$ cat config.mk
export PLATFORM = sky130hd
export DESIGN_NAME = rx_frame_deframer_flat
export DESIGN_NICKNAME = d
export VERILOG_FILES = /design/src/rtl/rx_frame_deframer_pkg.sv /design/src/rtl/rx_frame_deframer_if.sv /design/src/rtl/rx_frame_deframer_crc8.sv /design/src/rtl/rx_frame_deframer.sv /design/src/flat_wrapper.sv
export SDC_FILE = /design/constraint.sdc
export NUM_CORES = 1
export LEC_CHECK = 0
export BUFFER_PORTS_ARGS = -buffer_cell sky130_fd_sc_hd__clkbuf_2
export CAP_MARGIN = 0
export CORE_ASPECT_RATIO = 0.75
export CORE_MARGIN = 3
export CORE_UTILIZATION = 49
export CTS_BUF_LIST = sky130_fd_sc_hd__clkbuf_4
export DETAILED_ROUTE_END_ITERATION = 16
export GPL_ROUTABILITY_DRIVEN = 0
export PLACE_DENSITY = 0.72
export SYNTH_ARGS = -nofsm -noshare
export SYNTH_HDL_FRONTEND = slang
export SYNTH_SLANG_ARGS = --single-unit
$ cat constraint.sdc
create_clock -name clk -period 2 [get_ports clk]
set_input_delay 0.2 -clock clk [delete_from_list [all_inputs] [get_ports clk]]
set_output_delay 0.2 -clock clk [all_outputs]
set_load 0.01 [all_outputs]
$ cat src/rtl/rx_frame_deframer_pkg.sv
// Shared types and defaults for the RX frame deframer.
package rx_frame_deframer_pkg;

  localparam logic [15:0] SYNC_WORD_DEF = 16'hB54E;
  localparam int unsigned MAX_LEN_DEF   = 64;
  localparam logic [7:0]  CRC_POLY_DEF  = 8'h07;

  typedef enum logic [1:0] {
    StHunt,
    StLen,
    StPayload,
    StCrc
  } state_t;

  // Saturating 16-bit increment for the frame counters.
  function automatic logic [15:0] sat_inc(input logic [15:0] v);
    return (v == 16'hFFFF) ? v : v + 16'd1;
  endfunction

endpackage

$ cat src/rtl/rx_frame_deframer_if.sv
// Byte-stream handshake bundle: input AXIS slave side and output AXIS master side.
interface rx_frame_deframer_if;
  logic       in_valid;
  logic [7:0] in_data;
  logic       in_ready;
  logic       out_valid;
  logic [7:0] out_data;
  logic       out_last;
  logic       out_crc_ok;
  logic       out_ready;

  // Deframer view.
  modport slave (
    input  in_valid, in_data, out_ready,
    output in_ready, out_valid, out_data, out_last, out_crc_ok
  );

  // Byte source / payload sink view.
  modport master (
    output in_valid, in_data, out_ready,
    input  in_ready, out_valid, out_data, out_last, out_crc_ok
  );
endinterface

$ cat src/rtl/rx_frame_deframer_crc8.sv
// Combinational CRC-8 update by one byte, MSB first, no reflection.
module crc8_byte #(
  parameter logic [7:0] POLY = 8'h07
) (
  input  logic [7:0] i_crc,
  input  logic [7:0] i_data,
  output logic [7:0] o_crc
);

  // Eight serial shift/xor steps unrolled.
  always_comb begin
    logic [7:0] w_crc;
    w_crc = i_crc ^ i_data;
    for (int b = 0; b < 8; b++) begin
      w_crc = w_crc[7] ? ((w_crc << 1) ^ POLY) : (w_crc << 1);
    end
    o_crc = w_crc;
  end

endmodule

$ cat src/rtl/rx_frame_deframer.sv
// Sync-hunting frame deframer: sync word, length byte, payload, CRC-8 byte.
// Payload goes out as AXIS with a one-byte hold so the last byte can carry the CRC verdict.
module rx_frame_deframer
  import rx_frame_deframer_pkg::*;
#(
  parameter logic [15:0] SYNC_WORD = SYNC_WORD_DEF,
  parameter int unsigned MAX_LEN   = MAX_LEN_DEF,
  parameter logic [7:0]  CRC_POLY  = CRC_POLY_DEF
) (
  input  logic                clk,
  input  logic                rst,
  rx_frame_deframer_if.slave  bus,
  output logic [15:0]         frame_ok_cnt,
  output logic [15:0]         frame_err_cnt
);

  state_t      r_state, w_state_next;
  logic [7:0]  r_prev, r_len, r_cnt, r_crc, r_hold;
  logic        r_hold_vld;
  logic        r_out_valid, r_out_last, r_out_crc_ok;
  logic [7:0]  r_out_data;
  logic [15:0] r_ok_cnt, r_err_cnt;

  logic        w_in_ready, w_acc, w_out_hs, w_sync_hit, w_len_ok, w_crc_match, w_load;
  logic [7:0]  w_crc_seed, w_crc_next;

  assign w_out_hs    = r_out_valid && bus.out_ready;
  assign w_acc       = bus.in_valid && w_in_ready;
  assign w_sync_hit  = ({r_prev, bus.in_data} == SYNC_WORD);
  assign w_len_ok    = (bus.in_data != 8'd0) && (32'(bus.in_data) <= MAX_LEN);
  assign w_crc_match = (r_crc == bus.in_data);
  // The length byte starts a fresh CRC; payload bytes extend the running one.
  assign w_crc_seed  = (r_state == StLen) ? 8'h00 : r_crc;
  // The CRC state always has a held byte since LEN >= 1.
  assign w_load      = w_acc && ((r_state == StPayload && r_hold_vld) || r_state == StCrc);

  crc8_byte #(.POLY(CRC_POLY)) u_crc (
    .i_crc  (w_crc_seed),
    .i_data (bus.in_data),
    .o_crc  (w_crc_next)
  );

  // Next-state and input-side ready.
  always_comb begin
    w_state_next = r_state;
    w_in_ready   = 1'b1;
    unique case (r_state)
      StHunt:    if (w_acc && w_sync_hit) w_state_next = StLen;
      StLen:     if (w_acc) w_state_next = w_len_ok ? StPayload : StHunt;
      StPayload: begin
        w_in_ready = !r_out_valid || bus.out_ready;
        if (w_acc && r_cnt == r_len - 8'd1) w_state_next = StCrc;
      end
      StCrc: begin
        w_in_ready = !r_out_valid || bus.out_ready;
        if (w_acc) w_state_next = StHunt;
      end
      default:   w_state_next = StHunt;
    endcase
  end

  // State register.
  always_ff @(posedge clk) begin
    if (rst) r_state <= StHunt;
    else     r_state <= w_state_next;
  end

  // Sync shift byte; cleared outside HUNT so a sync never spans two frames.
  always_ff @(posedge clk) begin
    if (rst || r_state != StHunt) r_prev <= 8'h00;
    else if (w_acc)               r_prev <= w_sync_hit ? 8'h00 : bus.in_data;
  end

  // Length, byte counter, running CRC and one-byte hold.
  always_ff @(posedge clk) begin
    if (rst) begin
      r_len      <= 8'd0;
      r_cnt      <= 8'd0;
      r_crc      <= 8'h00;
      r_hold     <= 8'h00;
      r_hold_vld <= 1'b0;
    end else if (w_acc) begin
      if (r_state == StLen && w_len_ok) begin
        r_len <= bus.in_data;
        r_cnt <= 8'd0;
        r_crc <= w_crc_next;
      end else if (r_state == StPayload) begin
        r_cnt      <= r_cnt + 8'd1;
        r_crc      <= w_crc_next;
        r_hold     <= bus.in_data;
        r_hold_vld <= 1'b1;
      end else if (r_state == StCrc) begin
        r_hold_vld <= 1'b0;
      end
    end
  end

  // Output register: load from hold, otherwise drop valid after a handshake.
  always_ff @(posedge clk) begin
    if (rst) begin
      r_out_valid  <= 1'b0;
      r_out_data   <= 8'h00;
      r_out_last   <= 1'b0;
      r_out_crc_ok <= 1'b0;
    end else if (w_load) begin
      r_out_valid  <= 1'b1;
      r_out_data   <= r_hold;
      r_out_last   <= (r_state == StCrc);
      r_out_crc_ok <= (r_state == StCrc) && w_crc_match;
    end else if (w_out_hs) begin
      r_out_valid  <= 1'b0;
    end
  end

  // Saturating frame counters; length rejects count as errors.
  always_ff @(posedge clk) begin
    if (rst) begin
      r_ok_cnt  <= 16'd0;
      r_err_cnt <= 16'd0;
    end else if (w_acc) begin
      if (r_state == StCrc && w_crc_match) r_ok_cnt <= sat_inc(r_ok_cnt);
      if ((r_state == StCrc && !w_crc_match) || (r_state == StLen && !w_len_ok)) begin
        r_err_cnt <= sat_inc(r_err_cnt);
      end
    end
  end

  assign bus.in_ready   = w_in_ready;
  assign bus.out_valid  = r_out_valid;
  assign bus.out_data   = r_out_data;
  assign bus.out_last   = r_out_last;
  assign bus.out_crc_ok = r_out_crc_ok;
  assign frame_ok_cnt   = r_ok_cnt;
  assign frame_err_cnt  = r_err_cnt;

endmodule
$ cat src/flat_wrapper.sv
// flat-port wrapper written by rule: the top's interface ports become plain ports
module rx_frame_deframer_flat import rx_frame_deframer_pkg::*;
#(
  parameter logic [15:0] SYNC_WORD = SYNC_WORD_DEF,
  parameter int unsigned MAX_LEN   = MAX_LEN_DEF,
  parameter logic [7:0]  CRC_POLY  = CRC_POLY_DEF
)
  (clk, rst, frame_ok_cnt, frame_err_cnt, bus_in_valid, bus_in_data, bus_out_ready, bus_in_ready, bus_out_valid, bus_out_data, bus_out_last, bus_out_crc_ok);
  rx_frame_deframer_if bus_i ();
  input  logic clk;
  input  logic rst;
  output logic [15:0] frame_ok_cnt;
  output logic [15:0] frame_err_cnt;
  input wire logic [$bits(bus_i.in_valid)-1:0] bus_in_valid;
  input wire logic [$bits(bus_i.in_data)-1:0] bus_in_data;
  input wire logic [$bits(bus_i.out_ready)-1:0] bus_out_ready;
  output wire logic [$bits(bus_i.in_ready)-1:0] bus_in_ready;
  output wire logic [$bits(bus_i.out_valid)-1:0] bus_out_valid;
  output wire logic [$bits(bus_i.out_data)-1:0] bus_out_data;
  output wire logic [$bits(bus_i.out_last)-1:0] bus_out_last;
  output wire logic [$bits(bus_i.out_crc_ok)-1:0] bus_out_crc_ok;
  assign bus_i.in_valid = bus_in_valid;
  assign bus_i.in_data = bus_in_data;
  assign bus_i.out_ready = bus_out_ready;
  assign bus_in_ready = bus_i.in_ready;
  assign bus_out_valid = bus_i.out_valid;
  assign bus_out_data = bus_i.out_data;
  assign bus_out_last = bus_i.out_last;
  assign bus_out_crc_ok = bus_i.out_crc_ok;
  rx_frame_deframer #(.SYNC_WORD(SYNC_WORD), .MAX_LEN(MAX_LEN), .CRC_POLY(CRC_POLY)) u_core (.clk(clk), .rst(rst), .bus(bus_i), .frame_ok_cnt(frame_ok_cnt), .frame_err_cnt(frame_err_cnt));
endmodule
==> flow_summary.ini, run 1 <==
[clocking]
clkTransAtPathRegs_ns = 0.14
h-tree-depth = 3
hold_buffers = 0
cts_tree = yes
clk_path_buf_depth = 2
clk-insertion-delay-late_ns = 0.44
cts_sinks = 86
cts_made_buffers = 9
root_buffer = clkbuf_4

[timing]
min_period_ns = 1.98
hold_violations = 0
finalSetupViolCount = 0
rsz0062_at_grt = true
slew_violations = 0
min_period_over_period = 0.989
slew_headroom = 0.413
setup_slack_ns = 0.0221
clock_skew_ns = 0.0182
tightest_slew_ns = 0.875
setup_tns_ns = 0
max_freq_mhz = 506

[route]
wl_per_cell_um = 15.7
drt-initial-drc-count = 253
ant_nets = 0
vias_per_cell = 5.61
drt_pass1_iterations = 5
via_count = 4238
finalWirelength_mm = 11.8
drc_errors = 0

[synthesis]
synthSimpleGateAreaFrac = 0.282
ys_seq_area_frac = 0.390
synth_compound_area_frac = 0.130
muxShareOfSynthArea = 0.00681
async_reset_ff_frac = 0
syn-cell-area_um2 = 4410
ys_top_cells_by_area = dfxtp_1 39%, nand2_1 8.7%, xnor2_1 6.6%
post-synth-top-count-cell = nand2_1
synth_edf_count = 0
synth_top_cell_by_area = dfxtp_1
synth_area_per_cell_um2 = 8.05
synth_xor_xnor_area_share = 0.137
syn_inst = 548
ys_seq_elements = 86
synth_common_cells = 102 x nand2_1, 86 x dfxtp_1, 57 x a21oi_1
synth_top_family_by_area = simple AND/OR/NAND/NOR gates
synth_top_cell_area_share = 0.390
synthFlopType = dfxtp_1
syn_nets = 564
yosysWarnings = 0
synthAdderAreaFrac = 0.0113
synth_cell_types = 56

[setup_path]
reg2reg_depth = 6
cp.required_ns = 2.35
r2r_end = u_core.r_state[0]$_SDFFE_PP0P_
cp-end-kind = register
path_max_fanout = 2
start_kind = register
reg2reg_from = u_core.r_prev[4]$_SDFFE_PP0P_
crit_type = reg -> reg
worst-endpoint-arrival_ns = 2.32
ff2ff_setup_slack_ns = 0.02

[cells_and_area]
area_growth_syn_to_layout_pct = 23.0
post-route-util = 0.631
drive_gt1_frac = 0.264
num-nets-final = 658
stdcell_count = 755
diodes = 0

[global_routing]
track_usage = 0.232
grt.overflow.total = 0
antenna_found_initial = 0
grt_pass1_vias = 3889
grt_pass1_wl_mm = 18.7
grt_max_degree = 34

[die]
initial_core_util = 0.513
row_count = 29
die_w_um = 116
core_um2 = 8600
dieArea_um2 = 10200
ios = 56
die_y_um = 88.2

[pwr]
p_per_area_nw_per_um2 = 537
power_leakage_nw = 2.07
seqPwrFrac = 0.592
fin_total_pwr_w = 0.00291
power_frac_comb = 0.076
clkPwrFrac = 0.332
switching_share = 0.248
ir_worst_vdd_mv = 0.372
switchingPower_w = 0.000723
p_int_w = 0.00219

[hold_path]
whs_path_depth = 3
hold_path_startpoint = bus_out_ready
hp-class = in -> reg
whs_endpoint = u_core.bus.out_valid$_SDFFE_PP0P_

[place]
dp_cells = 738
hpwl_mm = 8.58
place_ws_ns = -0.152
io_buffers = 55

[outcome]
status = completed

[flow_run]
maxCapViolCount = 0
power by group through the flow:
stage / registers [W] / clock network, W / logic (W)
after floorplan: 0.00176 / 0 / 0.000146
after global placement: 0.00176 / 0 / 0.000211
after detailed placement: 0.00176 / 0 / 0.000215
after CTS: 0.00173 / 0.000990 / 0.000217
after global routing: 0.00173 / 0.00106 / 0.000239
final: 0.00173 / 0.000967 / 0.000222
state kept, by name, indices dropped and copies added (netlist names), 8 cells and up, named ones only:
signal	flops
u_core.bus.out_data	8
u_core.frame_err_cnt	16
u_core.frame_ok_cnt	16
u_core.r_cnt	8
u_core.r_crc	8
u_core.r_hold	8
u_core.r_len	8
u_core.r_prev	8
repair_timing:
item	4_1_cts	5_1_grt
buffers inserted	0	1
resized for setup	7	21
pin swaps	1	7
setup endpoints to repair	13	27
how the worst max path moves through the flow:
stage | startpoint | to | cells after the start
2_1_floorplan | bus_in_data[2] | u_core.r_crc[2]$_SDFFE_PP0P_ | 9
3_3_place_gp | bus_in_data[0] | u_core.frame_ok_cnt[12]$_SDFFE_PP0P_ | 10
3_5_place_dp | bus_in_data[0] | u_core.frame_ok_cnt[3]$_SDFFE_PP0P_ | 10
4_1_cts | u_core.r_crc[7]$_SDFFE_PP0P_ | u_core.frame_err_cnt[12]$_SDFFE_PP0P_ | 9
5_1_grt | u_core.r_prev[4]$_SDFFE_PP0P_ | u_core.r_state[0]$_SDFFE_PP0P_ | 6
6_report | u_core.r_prev[4]$_SDFFE_PP0P_ | u_core.r_state[0]$_SDFFE_PP0P_ | 6
final cells by class:
cell class / count / area [um2]
repair buffers: 121 / 778
clock buffers: 9 / 67.6
multi-input cells: 419 / 2640
flip-flops and latches: 86 / 1730
clock inverters: 7 / 62.6
fillers: 747 / 3170
inverters: 5 / 18.8
well taps: 108 / 135
cell usage in the layout, fill, tap and decap left out, types with 11 or more instances in the layout:
| cell type | instances |
|---|---|
| o21ai_0 | 11 |
| nand2_1 | 102 |
| xor2_1 | 29 |
| nor2_1 | 45 |
| xnor2_1 | 33 |
| or3_1 | 11 |
| clkbuf_2 | 55 |
| dfxtp_1 | 82 |
| a21oi_1 | 57 |
| nand3_1 | 26 |
| buf_4 | 64 |
metal layers:
metal / wire length [um] / share of wire / GRT usage / up-vias
met2: 5510 / 0.47 / 0.370 / 139
met1: 5400 / 0.46 / 0.319 / 2014
met3: 751 / 0.064 / 0.0532 / 12
li1: - / - / - / 2073
met4: 157 / 0.013 / 0.0586 / 0
met5: 0 / 0 / 0 / -
critical path, cell delays in order, from the launching register on:
cell      delay (ns)
dfxtp_1         0.35
or4bb_1         0.52
nor4_2          0.23
nand4b_1        0.17
nor4b_1         0.34
a21oi_1         0.07
o22ai_1         0.19
stage by stage:
stage | hold WS (ns) | instance area (um2)
2_1_floorplan | 0.336 | 4440
3_3_place_gp | 0.432 | 5150
3_5_place_dp | 0.433 | 5150
4_1_cts | 0.111 | 5320
5_1_grt | 0.109 | 5430
6_report | 0.137 | 5430
cells by family after synthesis:
kind of cell,count (synthesis)
DFF,86
xor gates and xnor gates,66
muxes,3
and+or+nand+nor,249
buffers and inverters,43
AOI/OAI and AO/OA,97
adders and majority gates,4
No activity file was read; power rests on OpenSTA's default activity.
==> run 2: changes to the inputs <==
SYNTH_HIERARCHICAL = 1   (was not set)
==> flow_summary.ini, run 2 <==
[timing]
rsz0062_at_grt = true
setup_slack_ns = -0.104
min_period_over_period = 1.05
hold_violations = 0
max_freq_mhz = 475
finalSetupViolCount = 16
slew_violations = 0
clock_skew_ns = 0.0173
min_period_ns = 2.10
tightest_slew_ns = 0.514
slew_headroom = 0.657

[pwr]
power_leakage_nw = 2.04
p_per_area_nw_per_um2 = 566
switching_share = 0.255
clkPwrFrac = 0.348
switchingPower_w = 0.000748
power_frac_comb = 0.065
p_int_w = 0.00218
seqPwrFrac = 0.588
ir_worst_vdd_mv = 0.455

[setup_path]
path_max_fanout = 7
worst-endpoint-arrival_ns = 2.44
cp_cell_sequence = ha_4 > nand4_1 > or4_4 > o21ai_1 > a2bb2oi_4 > buf_12 > clkbuf_16 > or4_1 > a21oi_1
slowest_delay_ns = 0.52
crit_type = reg -> reg
cp.required_ns = 2.33
cp-end-kind = register
start_kind = register
cp_slowest_cell = or4_4

[route]
drc_errors = 0
drt-initial-drc-count = 227
drt_pass1_iterations = 5
ant_nets = 0
via_count = 3882
wl_per_cell_um = 15.3
vias_per_cell = 5.57
finalWirelength_mm = 10.7

[clocking]
cts_tree = yes
clkTransAtPathRegs_ns = 0.14
h-tree-depth = 3
cts_made_buffers = 9
clk_path_buf_depth = 2
clk-insertion-delay-late_ns = 0.46
root_buffer = clkbuf_4
cts_sinks = 86
hold_buffers = 0

[cells_and_area]
fillCellCount = 690
multi_input_area_um2 = 2430
num-nets-final = 603
drive_gt1_frac = 0.245
diodes = 0
final_cell_area_um2 = 5180
layout_commonest_cell = dfxtp_1
area_growth_syn_to_layout_pct = 22.9
final_cell_mix = 83 x dfxtp_1, 57 x nor2_1, 55 x clkbuf_2
seqCellArea_um2 = 1730

[synthesis]
async_reset_ff_frac = 0
ys_top_cells_by_area = dfxtp_1 41%, mux2i_1 6.2%, xnor2_1 5.6%
synth_top_cell_area_share = 0.408
synth_top_cell_by_area = dfxtp_1
ys_seq_elements = 86
yosysWarnings = 6
synth_common_cells = 86 x dfxtp_1, 57 x nor2_1, 48 x nand2_1
syn_nets = 508
syn_inst = 492
ys_seq_area_frac = 0.408
synth_cell_types = 47
post-synth-top-count-cell = dfxtp_1
syn-cell-area_um2 = 4220
synth_edf_count = 0
synth_area_per_cell_um2 = 8.57
synthFlopType = dfxtp_1

[place]
place_ws_ns = -0.0886
io_buffers = 55
hpwl_mm = 7.50
dpl-instance-area_um2 = 4890

[outcome]
status = finished, violations left
violations = setup timing

[die]
row_count = 28
core_um2 = 8130
die_w_um = 113
die_y_um = 86.4
initial_core_util = 0.519
dieArea_um2 = 9770
ios = 56

[hold_path]
hp-class = in -> reg

[global_routing]
grt_max_degree = 51
track_usage = 0.220
antenna_found_initial = 0
grt_pass1_wl_mm = 17.4
grt.overflow.total = 0
grt_pass1_vias = 3683

[flow_run]
maxCapViolCount = 0
==> run 2: kinds of logic after synthesis <==
group,after synthesis,share of synthesized area
compound gates,74,0.0997
xor+xnor,56,0.125
fa+ha+maj,4,0.0119
buf+inv,30,0.0341
flops,86,0.408
mux,26,0.0617
simple gates,216,0.259
==> run 2: worst paths after layout <==
| check | to | startpoint | cells after the start | slack [ns] |
|---|---|---|---|---|
| setup / recovery | u_core/frame_err_cnt[9]$_SDFFE_PP0P_ | u_core/frame_err_cnt[1]$_SDFFE_PP0P_ | 9 | -0.10 |
| hold / removal | u_core/r_hold[7]$_SDFFE_PP0P_ | bus_in_data[7] | 3 | 0.12 |
| setup reg to reg | u_core/frame_err_cnt[9]$_SDFFE_PP0P_ | u_core/frame_err_cnt[1]$_SDFFE_PP0P_ | 9 | -0.10 |
| hold reg to reg | u_core/r_prev[1]$_SDFFE_PP0P_ | u_core/r_prev[1]$_SDFFE_PP0P_ | 2 | 0.46 |
==> run 2: timing repair <==
action | CTS | global route
pin swaps | 0 | 3
setup endpoints to repair | 19 | 39
resized for setup | 4 | 9
gates cloned | 0 | 2
setup buffers | 0 | 4
==> run 2: cell type report <==
| cell class | count | share of cell area |
|---|---|---|
| Clock buffer | 9 | 0.0130 |
| Clock inverter | 7 | 0.0140 |
| Inverter | 6 | 0.00435 |
| Multi-Input combinational cell | 376 | 0.470 |
| Sequential cell | 86 | 0.334 |
| Tap cell | 105 | 0.0254 |
| Timing Repair Buffer | 108 | 0.140 |
==> run 2: power by group through the flow <==
stage	Clock, W	Combinational, W	Sequential (W)
after global placement	0	0.000177	0.00176
after CTS	0.00105	0.000182	0.00172
after detailed placement	0	0.000180	0.00176
final	0.00102	0.000190	0.00172
after global routing	0.00112	0.000204	0.00173
after floorplan	0	0.000113	0.00176
==> run 2: routing by layer <==
layer  vias to the layer above  wire (um)  GRT usage
met5                         -          0          0
met4                         0        142     0.0590
met3                        15        694     0.0684
met2                       129       4810      0.355
met1                      1831       5010      0.288
li1                       1907          -          -
==> run 2: worst max-delay path, delay by kind of cell (launching register included) <==
kind / cells / cell delay [ns]
AO/OA/AOI/OAI: 3 / 0.49
adder cells (fa/ha/maj): 1 / 0.13
buffers and inverters: 2 / 0.26
flip-flops: 1 / 0.38
AND/OR/NAND/NOR: 3 / 0.72
==> run 2: through the flow <==
step	hold WS [ns]	TNS, ns	instances	utilization	power, W
floorplan	0.336	-0.0439	492	-	0.00187
global placement	0.430	-0.151	675	0.602	0.00194
detailed placement	0.440	-0.486	675	0.602	0.00194
CTS	0.0757	-0.153	691	0.621	0.00296
global route	0.0971	-2.08	697	0.638	0.00305
finish	0.117	-0.980	697	0.638	0.00293
==> run 3: changes to the inputs <==
ABC_AREA = 0   (was not set)
CORE_UTILIZATION = 54   (was 49)
PLACE_DENSITY = 0.78   (was 0.72)
==> flow_summary.ini, run 3 (synthesized netlist as in run 2, its figures left out) <==
[outcome]
status = finished, violations left
violations = setup timing

[clocking]
h-tree-depth = 3
clkTransAtPathRegs_ns = 0.14
clk-insertion-delay-late_ns = 0.45
hold_buffers = 0
root_buffer = clkbuf_4
cts_tree = yes
cts_made_buffers = 9
cts_sinks = 86
clk_path_buf_depth = 2

[cells_and_area]
num-nets-final = 605
diodes = 0
post-route-util = 0.696
stdcell_count = 695
fillCellCount = 571
final_cell_mix = 79 x dfxtp_1, 57 x nor2_1, 55 x clkbuf_2
drive_gt1_frac = 0.253
area_growth_syn_to_layout_pct = 23.3
layout_commonest_cell = dfxtp_1

[global_routing]
grt_pass1_vias = 3636
grt.overflow.total = 0
track_usage = 0.241
antenna_found_initial = 0
grt_max_degree = 51
grt_pass1_wl_mm = 17.0

[setup_path]
cp_slowest_cell = or4_4
crit_type = reg -> reg
cp-end-kind = register
r2r_end = u_core/frame_err_cnt[10]$_SDFFE_PP0P_
reg2reg_from = u_core/frame_err_cnt[1]$_SDFFE_PP0P_
start_kind = register
path_max_fanout = 7
worst-endpoint-arrival_ns = 2.40
slowest_delay_ns = 0.51
cp.required_ns = 2.33
crit_buf_inv = 2
reg2reg_depth = 9
ff2ff_setup_slack_ns = -0.08
cp_cell_sequence = ha_4 > nand4_1 > or4_4 > and2b_1 > a2bb2oi_4 > buf_4 > clkbuf_16 > or4_1 > a21oi_1
critPathTopFamily = simple AND/OR/NAND/NOR gates

[route]
drc_errors = 0
wl_per_cell_um = 15.6
via_count = 3945
drt-initial-drc-count = 270
ant_nets = 0
drt_pass1_iterations = 4
vias_per_cell = 5.68
finalWirelength_mm = 10.8

[timing]
min_period_ns = 2.08
setup_slack_ns = -0.0760
min_period_over_period = 1.04
hold_violations = 0
slew_violations = 0
max_freq_mhz = 482
tightest_slew_ns = 0.549
rsz0062_at_grt = true
finalSetupViolCount = 17
slew_headroom = 0.634
clock_skew_ns = 0.0265

[hold_path]
hp-class = in -> reg
hold_path_startpoint = bus_out_ready
whs_endpoint = u_core/bus.out_valid$_SDFFE_PP0P_
whs_path_depth = 3

[place]
hpwl_mm = 7.53
io_buffers = 55
dp_cells = 672

[die]
dieArea_um2 = 8920
die_w_um = 108
die_y_um = 82.5
row_count = 27
core_um2 = 7470
ios = 56
initial_core_util = 0.565

[flow_run]
maxCapViolCount = 0

[pwr]
ir_worst_vdd_mv = 0.452
p_per_area_nw_per_um2 = 562
power_leakage_nw = 2.05
==> run 3: cell types whose count changed in the layout (fill, tap and decap cells not counted), sizes merged <==
cell	delta
clkinvlp	-1
buf	+1
clkbuf	+1
inv	+1
==> run 3: worst reg2reg max path, cell delays in order (launching register included) <==
cell and delay, ns:
dfxtp_4 0.38, ha_4 0.13, nand4_1 0.09, or4_4 0.51, and2b_1 0.21, a2bb2oi_4 0.13, buf_4 0.17, clkbuf_16 0.15
or4_1 0.12, a21oi_1 0.06
==> run 3: repair_timing <==
| action | in CTS | in global routing |
|---|---|---|
| endpoints found under the setup margin | 6 | 34 |
| pin swaps | 1 | 8 |
| gates cloned | 1 | 2 |
| resized for setup | 7 | 13 |
| setup buffers | 1 | 4 |
| hold endpoints to repair | 0 | 0 |
==> run 3: final cells by class <==
cell class | count | area, um2 | share of cell area
multi-input combinational | 376 | 2420 | 0.465
sequential | 86 | 1740 | 0.334
timing repair buffer | 110 | 759 | 0.146
tap | 101 | 126 | 0.0243
clock inverter | 7 | 70.1 | 0.0135
clock buffer | 9 | 67.6 | 0.0130
inverter | 6 | 22.5 | 0.00433
==> run 3: stage by stage <==
stage / instance area (um2) / setup slack (ns) / total power, W / TNS (ns) / hold WS, ns
after CTS: 5110 / -0.0224 / 0.00293 / -0.146 / 0.0919
after global routing: 5200 / -0.158 / 0.00301 / -2.34 / 0.101
final: 5200 / -0.0760 / 0.00292 / -0.736 / 0.116
after detailed placement: 4890 / -0.0422 / 0.00194 / -0.126 / 0.440
after global placement: 4890 / -0.00223 / 0.00194 / -0.00254 / 0.431
after floorplan: 4240 / -0.0381 / 0.00187 / -0.0439 / 0.336
==> run 3: routing by layer <==
layer  global-route usage  up-vias  routed length (um)
met1                0.309     1874                4900
li1                     -     1920                   -
met4               0.0605        0                 153
met5                    0        -                   0
met2                0.405      138                5130
met3               0.0676       13                 662
==> run 3: where the power goes <==
group	internal [W]	leakage, nW	switching, W
Clock	0.000385	0.0747	0.000622
Combinational	0.0000801	1.28	0.000110
Sequential	0.00172	0.698	0.00000500
==> run 3: worst max path at each step <==
stage                                         start                               endpoint  slack [ns]  cells past startpoint
6_report       u_core/frame_err_cnt[1]$_SDFFE_PP0P_  u_core/frame_err_cnt[10]$_SDFFE_PP0P_       -0.08                      9
5_1_grt        u_core/frame_err_cnt[1]$_SDFFE_PP0P_   u_core/frame_err_cnt[4]$_SDFFE_PP0P_       -0.16                     10
3_5_place_dp                         bus_in_data[3]   u_core/frame_err_cnt[4]$_SDFFE_PP0P_       -0.04                      9
4_1_cts        u_core/frame_err_cnt[1]$_SDFFE_PP0P_  u_core/frame_err_cnt[11]$_SDFFE_PP0P_       -0.02                      9
3_3_place_gp                         bus_in_data[3]   u_core/frame_err_cnt[3]$_SDFFE_PP0P_      -0.002                      9
2_1_floorplan  u_core/frame_err_cnt[1]$_SDFFE_PP0P_   u_core/frame_err_cnt[1]$_SDFFE_PP0P_       -0.04                      9
